### src/rtl/uart_cmd_parser.sv
// -----------------------------------------------------------------------------
// uart_cmd_parser
//
// Purpose:
//   Frames the byte stream coming out of the RS-232 receiver into register
//   commands for the CPLD register file. A frame is
//     SYNC, CMD, [DATA], [CHK]
//   CMD[7] = 1 selects a write (a DATA byte follows), 0 a read.
//   CMD[6:0] is the register address. A valid frame produces a single-cycle
//   reg_we / reg_re strobe one clock after the byte that completes it.
//   Frames that fail the checksum, or that stall too long between bytes, are
//   dropped. They raise a one-clock frame_err pulse and are counted in a
//   saturating err_count.
//
// Configuration:
//   CMD_CHECKSUM_EN  defined   -> a checksum byte closes every frame.
//                               Its expected value is (CMD + DATA) mod 256
//                               for writes and CMD for reads.
//                    undefined -> there is no checksum byte. The strobe fires
//                               after CMD (read) or after DATA (write), and
//                               only a timeout can raise frame_err.
//
// Parameters:
//   SYNC_BYTE       frame start marker
//   TIMEOUT_CYCLES  idle clocks tolerated between bytes inside a frame
//   TO_W            timeout counter width (must hold TIMEOUT_CYCLES)
//
// Ports:
//   clock      in   1  system clock; all logic runs on posedge
//   reset_n    in   1  synchronous, active-low reset
//   rx_byte    in   8  received byte, qualified by rx_valid
//   rx_valid   in   1  one-clock pulse per received byte
//   reg_addr   out  7  address of the last accepted command
//   reg_wdata  out  8  data of the last accepted write
//   reg_we     out  1  one-clock write strobe
//   reg_re     out  1  one-clock read strobe
//   frame_err  out  1  one-clock pulse on checksum failure or timeout
//   err_count  out  8  frame errors since reset, saturating at 8'hFF
//   busy       out  1  high while a frame is in progress (state != IDLE)
// -----------------------------------------------------------------------------
module uart_cmd_parser #(
  parameter logic [7:0]  SYNC_BYTE      = 8'hA5,
  parameter int unsigned TIMEOUT_CYCLES = 40,
  parameter int unsigned TO_W           = 6
) (
  input  logic       clock,
  input  logic       reset_n,
  input  logic [7:0] rx_byte,
  input  logic       rx_valid,
  output logic [6:0] reg_addr,
  output logic [7:0] reg_wdata,
  output logic       reg_we,
  output logic       reg_re,
  output logic       frame_err,
  output logic [7:0] err_count,
  output logic       busy
);

  // The stored command needs bit 7 only when it takes part in the checksum.
  // Without the checksum, the write/read decision is made in the CMD state
  // itself, so only the address has to be kept.
`ifdef CMD_CHECKSUM_EN
  localparam int unsigned CMD_W = 8;
`else
  localparam int unsigned CMD_W = 7;
`endif

  // The count that expires on this clock if no byte arrives.
  localparam logic [TO_W-1:0] TO_LAST = TO_W'(TIMEOUT_CYCLES - 1);

  typedef enum logic [1:0] {
    S_IDLE = 2'd0,
    S_CMD  = 2'd1,
    S_DATA = 2'd2,
    S_CHK  = 2'd3
  } state_t;

  // State and frame registers
  state_t           r_state;
  logic [CMD_W-1:0] r_cmd;
  logic [TO_W-1:0]  r_to_cnt;
  logic [6:0]       r_addr;
  logic [7:0]       r_wdata;
  logic             r_we;
  logic             r_re;
  logic             r_err;
  logic [7:0]       r_err_cnt;

  // Next-state values
  state_t           w_state_nxt;
  logic [CMD_W-1:0] w_cmd_nxt;
  logic [TO_W-1:0]  w_to_nxt;
  logic [6:0]       w_addr_nxt;
  logic [7:0]       w_wdata_nxt;
  logic             w_we_nxt;
  logic             w_re_nxt;
  logic             w_err_nxt;

`ifdef CMD_CHECKSUM_EN
  logic [7:0] r_data;
  logic [7:0] w_data_nxt;
  logic [7:0] w_expect;

  // The sum wraps naturally in 8 bits, which gives the mod-256 checksum.
  assign w_expect = r_cmd[7] ? (r_cmd + r_data) : r_cmd;
`endif

  // ---------------------------------------------------------------------------
  // Next-state / output logic
  // ---------------------------------------------------------------------------
  always_comb begin
    // NOTE: every signal written here gets a default first. Without the
    // defaults, a path that skips an assignment would infer a latch.
    w_state_nxt = r_state;
    w_cmd_nxt   = r_cmd;
    w_addr_nxt  = r_addr;
    w_wdata_nxt = r_wdata;
    w_we_nxt    = 1'b0;
    w_re_nxt    = 1'b0;
    w_err_nxt   = 1'b0;
    // The counter clears on every accepted byte and while IDLE. Only the
    // in-frame idle path below holds or advances it.
    w_to_nxt    = '0;
`ifdef CMD_CHECKSUM_EN
    w_data_nxt  = r_data;
`endif

    // Inter-byte timeout. A byte arriving on the expiring clock takes the
    // rx_valid branch below instead, so the byte wins over the timeout.
    if ((r_state != S_IDLE) && !rx_valid) begin
      if (r_to_cnt == TO_LAST) begin
        w_state_nxt = S_IDLE;
        w_err_nxt   = 1'b1;
      end else begin
        w_to_nxt = r_to_cnt + TO_W'(1);
      end
    end

    if (rx_valid) begin
      unique case (r_state)
        S_IDLE: begin
          // Anything other than SYNC is line noise and is dropped silently.
          if (rx_byte == SYNC_BYTE) begin
            w_state_nxt = S_CMD;
          end
        end

        S_CMD: begin
          w_cmd_nxt = rx_byte[CMD_W-1:0];
`ifdef CMD_CHECKSUM_EN
          w_state_nxt = rx_byte[7] ? S_DATA : S_CHK;
`else
          if (rx_byte[7]) begin
            w_state_nxt = S_DATA;
          end else begin
            // A read completes on its CMD byte. reg_wdata is left unchanged.
            w_re_nxt    = 1'b1;
            w_addr_nxt  = rx_byte[6:0];
            w_state_nxt = S_IDLE;
          end
`endif
        end

        S_DATA: begin
`ifdef CMD_CHECKSUM_EN
          // SYNC_BYTE here is ordinary data; there is no mid-frame resync.
          w_data_nxt  = rx_byte;
          w_state_nxt = S_CHK;
`else
          w_we_nxt    = 1'b1;
          w_addr_nxt  = r_cmd[6:0];
          w_wdata_nxt = rx_byte;
          w_state_nxt = S_IDLE;
`endif
        end

`ifdef CMD_CHECKSUM_EN
        S_CHK: begin
          if (rx_byte == w_expect) begin
            w_addr_nxt = r_cmd[6:0];
            if (r_cmd[7]) begin
              w_we_nxt    = 1'b1;
              w_wdata_nxt = r_data;
            end else begin
              w_re_nxt = 1'b1;
            end
          end else begin
            w_err_nxt = 1'b1;
          end
          w_state_nxt = S_IDLE;
        end
`endif

        default: w_state_nxt = S_IDLE;
      endcase
    end
  end

  // ---------------------------------------------------------------------------
  // Registers
  // ---------------------------------------------------------------------------
  // NOTE: sequential state uses non-blocking assignments only. All registers
  // then update together on the edge, with no dependence on statement order.
  always_ff @(posedge clock) begin
    if (!reset_n) begin
      // A reset mid-frame discards the partial frame. It raises no strobe
      // and no error.
      r_state   <= S_IDLE;
      r_cmd     <= '0;
      r_to_cnt  <= '0;
      r_addr    <= '0;
      r_wdata   <= '0;
      r_we      <= 1'b0;
      r_re      <= 1'b0;
      r_err     <= 1'b0;
      r_err_cnt <= '0;
`ifdef CMD_CHECKSUM_EN
      r_data    <= '0;
`endif
    end else begin
      r_state  <= w_state_nxt;
      r_cmd    <= w_cmd_nxt;
      r_to_cnt <= w_to_nxt;
      r_addr   <= w_addr_nxt;
      r_wdata  <= w_wdata_nxt;
      r_we     <= w_we_nxt;
      r_re     <= w_re_nxt;
      r_err    <= w_err_nxt;
      // Saturate at 8'hFF; frame_err keeps pulsing after that.
      if (w_err_nxt && (r_err_cnt != 8'hFF)) begin
        r_err_cnt <= r_err_cnt + 8'd1;
      end
`ifdef CMD_CHECKSUM_EN
      r_data   <= w_data_nxt;
`endif
    end
  end

  assign reg_addr  = r_addr;
  assign reg_wdata = r_wdata;
  assign reg_we    = r_we;
  assign reg_re    = r_re;
  assign frame_err = r_err;
  assign err_count = r_err_cnt;
  assign busy      = (r_state != S_IDLE);

endmodule

### config.mk
export PLATFORM = sky130hd
export DESIGN_NAME = uart_cmd_parser
export DESIGN_NICKNAME = d
export VERILOG_FILES = /design/src/rtl/uart_cmd_parser.sv
export SDC_FILE = /design/constraint.sdc
export NUM_CORES = 1
export LEC_CHECK = 0
export CAP_MARGIN = 5
export CORE_UTILIZATION = 49
export DETAILED_ROUTE_END_ITERATION = 8
export PLACE_DENSITY = 0.86
export SYNTH_ARGS = -nofsm -noshare
export SYNTH_HDL_FRONTEND = slang
export SYNTH_SLANG_ARGS = --single-unit
### constraint.sdc
create_clock -name clock -period 2.3 [get_ports clock]
set_clock_uncertainty 0.15 [all_clocks]
set_input_delay 0.23 -clock clock [delete_from_list [all_inputs] [get_ports clock]]
set_output_delay 0.23 -clock clock [all_outputs]
set_load 0.02 [all_outputs]
==> flow_summary.toml, run 1 <==
[placement]
place_ws_ns = 0.213
hpwl_um = 2670
placed_cell_area_um2 = 2100
io_buffer_count = 37
gp_congestion = 0.728

[job]
cap_violations = 0

[cts]
clock_latency_ns = 0.34
cts-root-buf = "clkbuf_4"
cts.reportedPaths.clkPinSlew_ns = 0.11
postCtsHoldBufs = 0
post_cts_buffers = 0
cts_resized = 0
cts_tree = "done"
numCtsBuffers = 5
cts-htree-levels = 2
clockBufferDepth = 2
cts.sink_count = 41

[die]
rows = 20
die_h_um = 60.6
start_util = 0.533
fp.dieW_um = 60.6
ios = 38
core_area_um2 = 3150
fp.dieArea_um2 = 3670

[global_route]
grt_util_all_layers = 0.223
grt_pass1_vias = 1374
grt_overflow = 0
grt_first_pass_wirelength_um = 6010
grt_max_degree = 26
antenna_found_initial = 0

[logic_synthesis]
synth_area_um2 = 1680
ys_types = 35
syn_inst = 175
yosysWarnings = 0
syn_nets = 188
ys_seq_area_frac = 0.488
ys_ff_latch = 41
synth_area_per_cell_um2 = 9.60

[final_layout]
drive_above_1_share = 0.0701
design_area_um2 = 2150
final_common_cell = "dfxtp_1"
area_growth_pct = 28.1
fillers = 273
multi_input_area_um2 = 802
most-common-layout-cells = "41 x dfxtp_1, 37 x clkdlybuf4s50_1, 33 x nor2_1, 23 x mux2i_1"
final_nets = 227
n_antenna_cell = 0
regArea_um2 = 821

[run_status]
outcome = "completed"

[setup_path]
critPathCaptureType = "register"
crit_chain = "ha_1 -> and4bb_1 -> nand4_2 -> or4_1 -> a21oi_1"
crit_required_ns = 2.43
cp_slowest_cell = "or4_1"
crit_path_max_fanout = 15
cp.arrival_ns = 2.22
slowest_delay_ns = 0.58
critical_path_class = "register to register"
ff2ff_setup_slack_ns = 0.22
crit_path_start_kind = "register"

[route]
ant_nets = 0
viasPerCell = 5.48
wl_per_cell_um = 14.0
drcViolationCount = 0
first_pass_iters = 4
wl_um = 3610
drt_iter0_drc = 87
via_count = 1414

[sta]
period_needed_ns = 2.08
hold_violations = 0
fin_crit_sh = 0.905
setup_ws_ns = 0.219
slew-limit-headroom = 0.591
finalSetupViolCount = 0
worst_pin_slew_ns = 0.611
setup_tns_ns = 0
maxSlewViolCount = 0
rsz0062_at_grt = "no"
clock.fmax_mhz = 480

[power]
p_leak_nw = 0.853
max-vdd-ir-drop_uv = 403
power.density_nw_per_um2 = 517

[min_path]
min_path_type = "register to register"
## synth_stat cells
library cell | instances | share of area
a211oi_1 | 7 | 0.031
a21oi_1 | 5 | 0.015
a32oi_1 | 1 | 0.0052
and2_1 | 1 | 0.0037
and3_1 | 1 | 0.0037
and4bb_1 | 1 | 0.0074
buf_2 | 4 | 0.012
clkbuf_1 | 5 | 0.011
dfxtp_1 | 41 | 0.49
ha_1 | 2 | 0.015
inv_1 | 5 | 0.011
mux2i_1 | 23 | 0.14
nand2_1 | 7 | 0.016
nand2b_1 | 1 | 0.0037
nand3_1 | 7 | 0.021
nand3b_1 | 2 | 0.0089
nand4_1 | 2 | 0.0074
nand4_2 | 1 | 0.0074
nor2_1 | 33 | 0.074
nor2b_1 | 1 | 0.0037
nor3_1 | 2 | 0.0060
nor4_2 | 1 | 0.0074
nor4b_1 | 1 | 0.0052
nor4bb_1 | 1 | 0.0060
o21ai_0 | 2 | 0.0060
o21ai_2 | 1 | 0.0052
o311ai_0 | 2 | 0.010
o31ai_1 | 2 | 0.0089
o41ai_1 | 3 | 0.016
or2_2 | 1 | 0.0037
or3_1 | 1 | 0.0037
or3b_2 | 1 | 0.0052
or4_1 | 3 | 0.013
xnor2_1 | 2 | 0.010
xor2_1 | 2 | 0.010
## sequential cells by signal (all words and copies together), names as in the netlist
register,count
err_count,8
reg_wdata,8
r_cmd,7
reg_addr,7
r_to_cnt,6
r_state,2
frame_err,1
reg_re,1
reg_we,1
## metal layers
metal	routed length [um]	vias to the layer above	track usage
met3	167	8	0.0682
met5	0	-	0
li1	-	701	-
met1	1570	667	0.258
met2	1800	38	0.391
met4	70	0	0.0812
## area by class of cell
type | count | share of cell area
clock buffer | 7 | 0.0256
inverter | 5 | 0.00872
multi-input combinational | 120 | 0.373
sequential | 41 | 0.381
tap | 44 | 0.0256
timing repair buffer | 41 | 0.186
## stage by stage
stage | cells | util | hold slack (ns) | total power [mW]
global route | 258 | 0.683 | 0.319 | 1.16
detailed placement | 251 | 0.665 | 0.289 | 0.773
floorplan | 175 | - | 0.159 | 0.743
CTS | 258 | 0.683 | 0.305 | 1.13
finish | 258 | 0.683 | 0.299 | 1.11
global placement | 251 | 0.665 | 0.271 | 0.772
## worst paths after layout
kind	start	to	cells after the start
max reg2reg	r_to_cnt[0]	err_count[7]	5
max	r_to_cnt[0]	err_count[7]	5
min reg2reg	r_to_cnt[0]	r_to_cnt[0]	1
min	r_to_cnt[0]	r_to_cnt[0]	1
## cell families (layout without fill, tap and decap cells)
kind of cell,count (synthesis),after routing,synth area share
AOI/OAI and AO/OA,23,23,0.0975
buffers and inverters,14,53,0.0343
adders and majority gates,2,2,0.0149
muxes,23,23,0.137
DFF,41,41,0.488
and+or+nand+nor,68,68,0.207
xor gates and xnor gates,4,4,0.0209
## worst max-delay path, delay by kind of cell (launching register included)
kind                     cells  cell delay [ns]
AND/OR/NAND/NOR              3             1.13
flip-flops                   1             0.36
adder cells (fa/ha/maj)      1             0.21
AO/OA/AOI/OAI                1             0.17
## power by group
part / leakage, nW / switching [mW] / internal, mW / total (mW)
registers: 0.330 / 0.000134 / 0.710 / 0.710
clock network: 0.0314 / 0.213 / 0.144 / 0.357
logic: 0.492 / 0.0248 / 0.0218 / 0.0466
total: 0.853 / 0.238 / 0.876 / 1.11
No activity file was read; power rests on OpenSTA's default activity.
==> run 2: changes to the inputs <==
--- a/config.mk
+++ b/config.mk
@@ -6,9 +6,9 @@
 export NUM_CORES = 1
 export LEC_CHECK = 0
 export CAP_MARGIN = 5
-export CORE_UTILIZATION = 49
+export CORE_UTILIZATION = 40
 export DETAILED_ROUTE_END_ITERATION = 8
-export PLACE_DENSITY = 0.86
+export PLACE_DENSITY = 0.74
 export SYNTH_ARGS = -nofsm -noshare
 export SYNTH_HDL_FRONTEND = slang
 export SYNTH_SLANG_ARGS = --single-unit
==> run 2 against run 1 <==
Design area rose by 2.5%. Fmax hardly changed. Cell count rose by 2.7%. Largest cell class unchanged. Total power grew 14%. Routed wire length decreased by 9.0%. Sequential share of layout area down 0.93 points. Non-clock buffer count unchanged. Highest routed layer unchanged. Clock-buffer cell count unchanged. Setup slack got worse by 0.00092 ns. Hold slack improved by 0.0022 ns. Utilization decreased by 14 points.
==> flow_summary.toml, run 2 (synthesis gave the netlist of run 1 again) <==
[min_path]
min_path_type = "register to register"
hold_path_end = "r_to_cnt[0]"
min-delay-start = "r_to_cnt[0]"
min_path_cells = 1

[route]
first_pass_iters = 4
drt_iter0_drc = 99
wl_per_cell_um = 12.4
viasPerCell = 5.21
via_count = 1381
ant_nets = 0
wl_um = 3280
drcViolationCount = 0

[placement]
io_buffer_count = 37
gp_congestion = 0.715
placed_cell_area_um2 = 2100
hpwl_um = 2340

[cts]
numCtsBuffers = 5
cts_resized = 0
clock_latency_ns = 0.29
cts.reportedPaths.clkPinSlew_ns = 0.07
cts_tree = "done"
cts-root-buf = "clkbuf_8"
clockBufferDepth = 2
cts-htree-levels = 2
post_cts_buffers = 0
cts.sink_count = 41
postCtsHoldBufs = 0

[setup_path]
cp.arrival_ns = 2.15
r2r_cells = 5
reg2reg_to = "err_count[7]"
crit_path_max_fanout = 15
critPathCaptureType = "register"
crit_path_start_kind = "register"
crit_required_ns = 2.37
worstReg2RegStart = "r_to_cnt[0]"
ff2ff_setup_slack_ns = 0.22
critical_path_class = "register to register"

[global_route]
grt_util_all_layers = 0.160
grt_pass1_vias = 1186
use_met2 = 0.240
grt_first_pass_wirelength_um = 5260
grt_overflow = 0
use_met1 = 0.206
antenna_found_initial = 0
busiest_layer = "met2"
grt_max_degree = 21
use_met3 = 0.0428

[final_layout]
n_antenna_cell = 0
final_common_cell = "dfxtp_1"
design_area_um2 = 2210
final_nets = 227
most-common-layout-cells = "41 x dfxtp_1, 37 x clkdlybuf4s50_1, 33 x nor2_1, 23 x mux2i_1"
regArea_um2 = 821
fillers = 380
drive_above_1_share = 0.0791
multi_input_area_um2 = 802
area_growth_pct = 31.3

[die]
fp.dieArea_um2 = 4460
die_h_um = 66.8
rows = 23
core_area_um2 = 4030
fp.dieW_um = 66.8
ios = 38
start_util = 0.417

[sta]
maxSlewViolCount = 0
rsz0062_at_grt = "no"
hold_violations = 0
timing.hold.ws_ns = 0.301
fin_crit_sh = 0.905
period_needed_ns = 2.08
clock.fmax_mhz = 480
setup_tns_ns = 0
finalSetupViolCount = 0
slew-limit-headroom = 0.604
worst_pin_slew_ns = 0.593

[power]
p_leak_nw = 0.876
max-vdd-ir-drop_uv = 368
power.density_nw_per_um2 = 573

[job]
cap_violations = 0

[run_status]
outcome = "completed"
[run 2: critical path, cell delays in order, from the launching register on]
cell and delay, ns:
dfxtp_1 0.36, ha_1 0.21, and4bb_1 0.24, nand4_2 0.31
or4_1 0.59, a21oi_1 0.15
[run 2: worst max path at each step]
stage	from	endpoint	cells past startpoint
final	r_to_cnt[0]	err_count[7]	5
after global routing	r_to_cnt[0]	err_count[4]	5
after CTS	r_to_cnt[0]	err_count[4]	5
after detailed placement	rx_valid	err_count[4]	5
after global placement	rx_valid	err_count[7]	5
after floorplan	r_to_cnt[0]	err_count[7]	6
[run 2: cell type report]
class / instances / area share
well taps: 50 / 0.0284
multi-input cells: 120 / 0.364
clock inverters: 1 / 0.00227
inverters: 5 / 0.00851
flip-flops and latches: 41 / 0.372
clock buffers: 7 / 0.0437
repair buffers: 41 / 0.182
[run 2: where the power goes]
group / internal (mW) / total (mW) / switching, mW
registers: 0.709 / 0.710 / 0.000127
logic: 0.0218 / 0.0466 / 0.0248
clock network: 0.271 / 0.509 / 0.238
[run 2: per-layer routing]
metal | vias up | wire, um
met3 | 3 | 156
met4 | 0 | 39
met2 | 35 | 1540
met1 | 646 | 1550
li1 | 697 | -
met5 | - | 0
[run 2: metrics by stage]
step                total power, mW  setup slack (ns)   util  cells
finish                         1.26             0.218  0.548    265
global route                   1.32            0.0698  0.548    265
CTS                            1.28             0.224  0.548    265
detailed placement            0.773             0.216  0.522    257
global placement              0.773             0.269  0.522    257
floorplan                     0.743             0.541      -    175
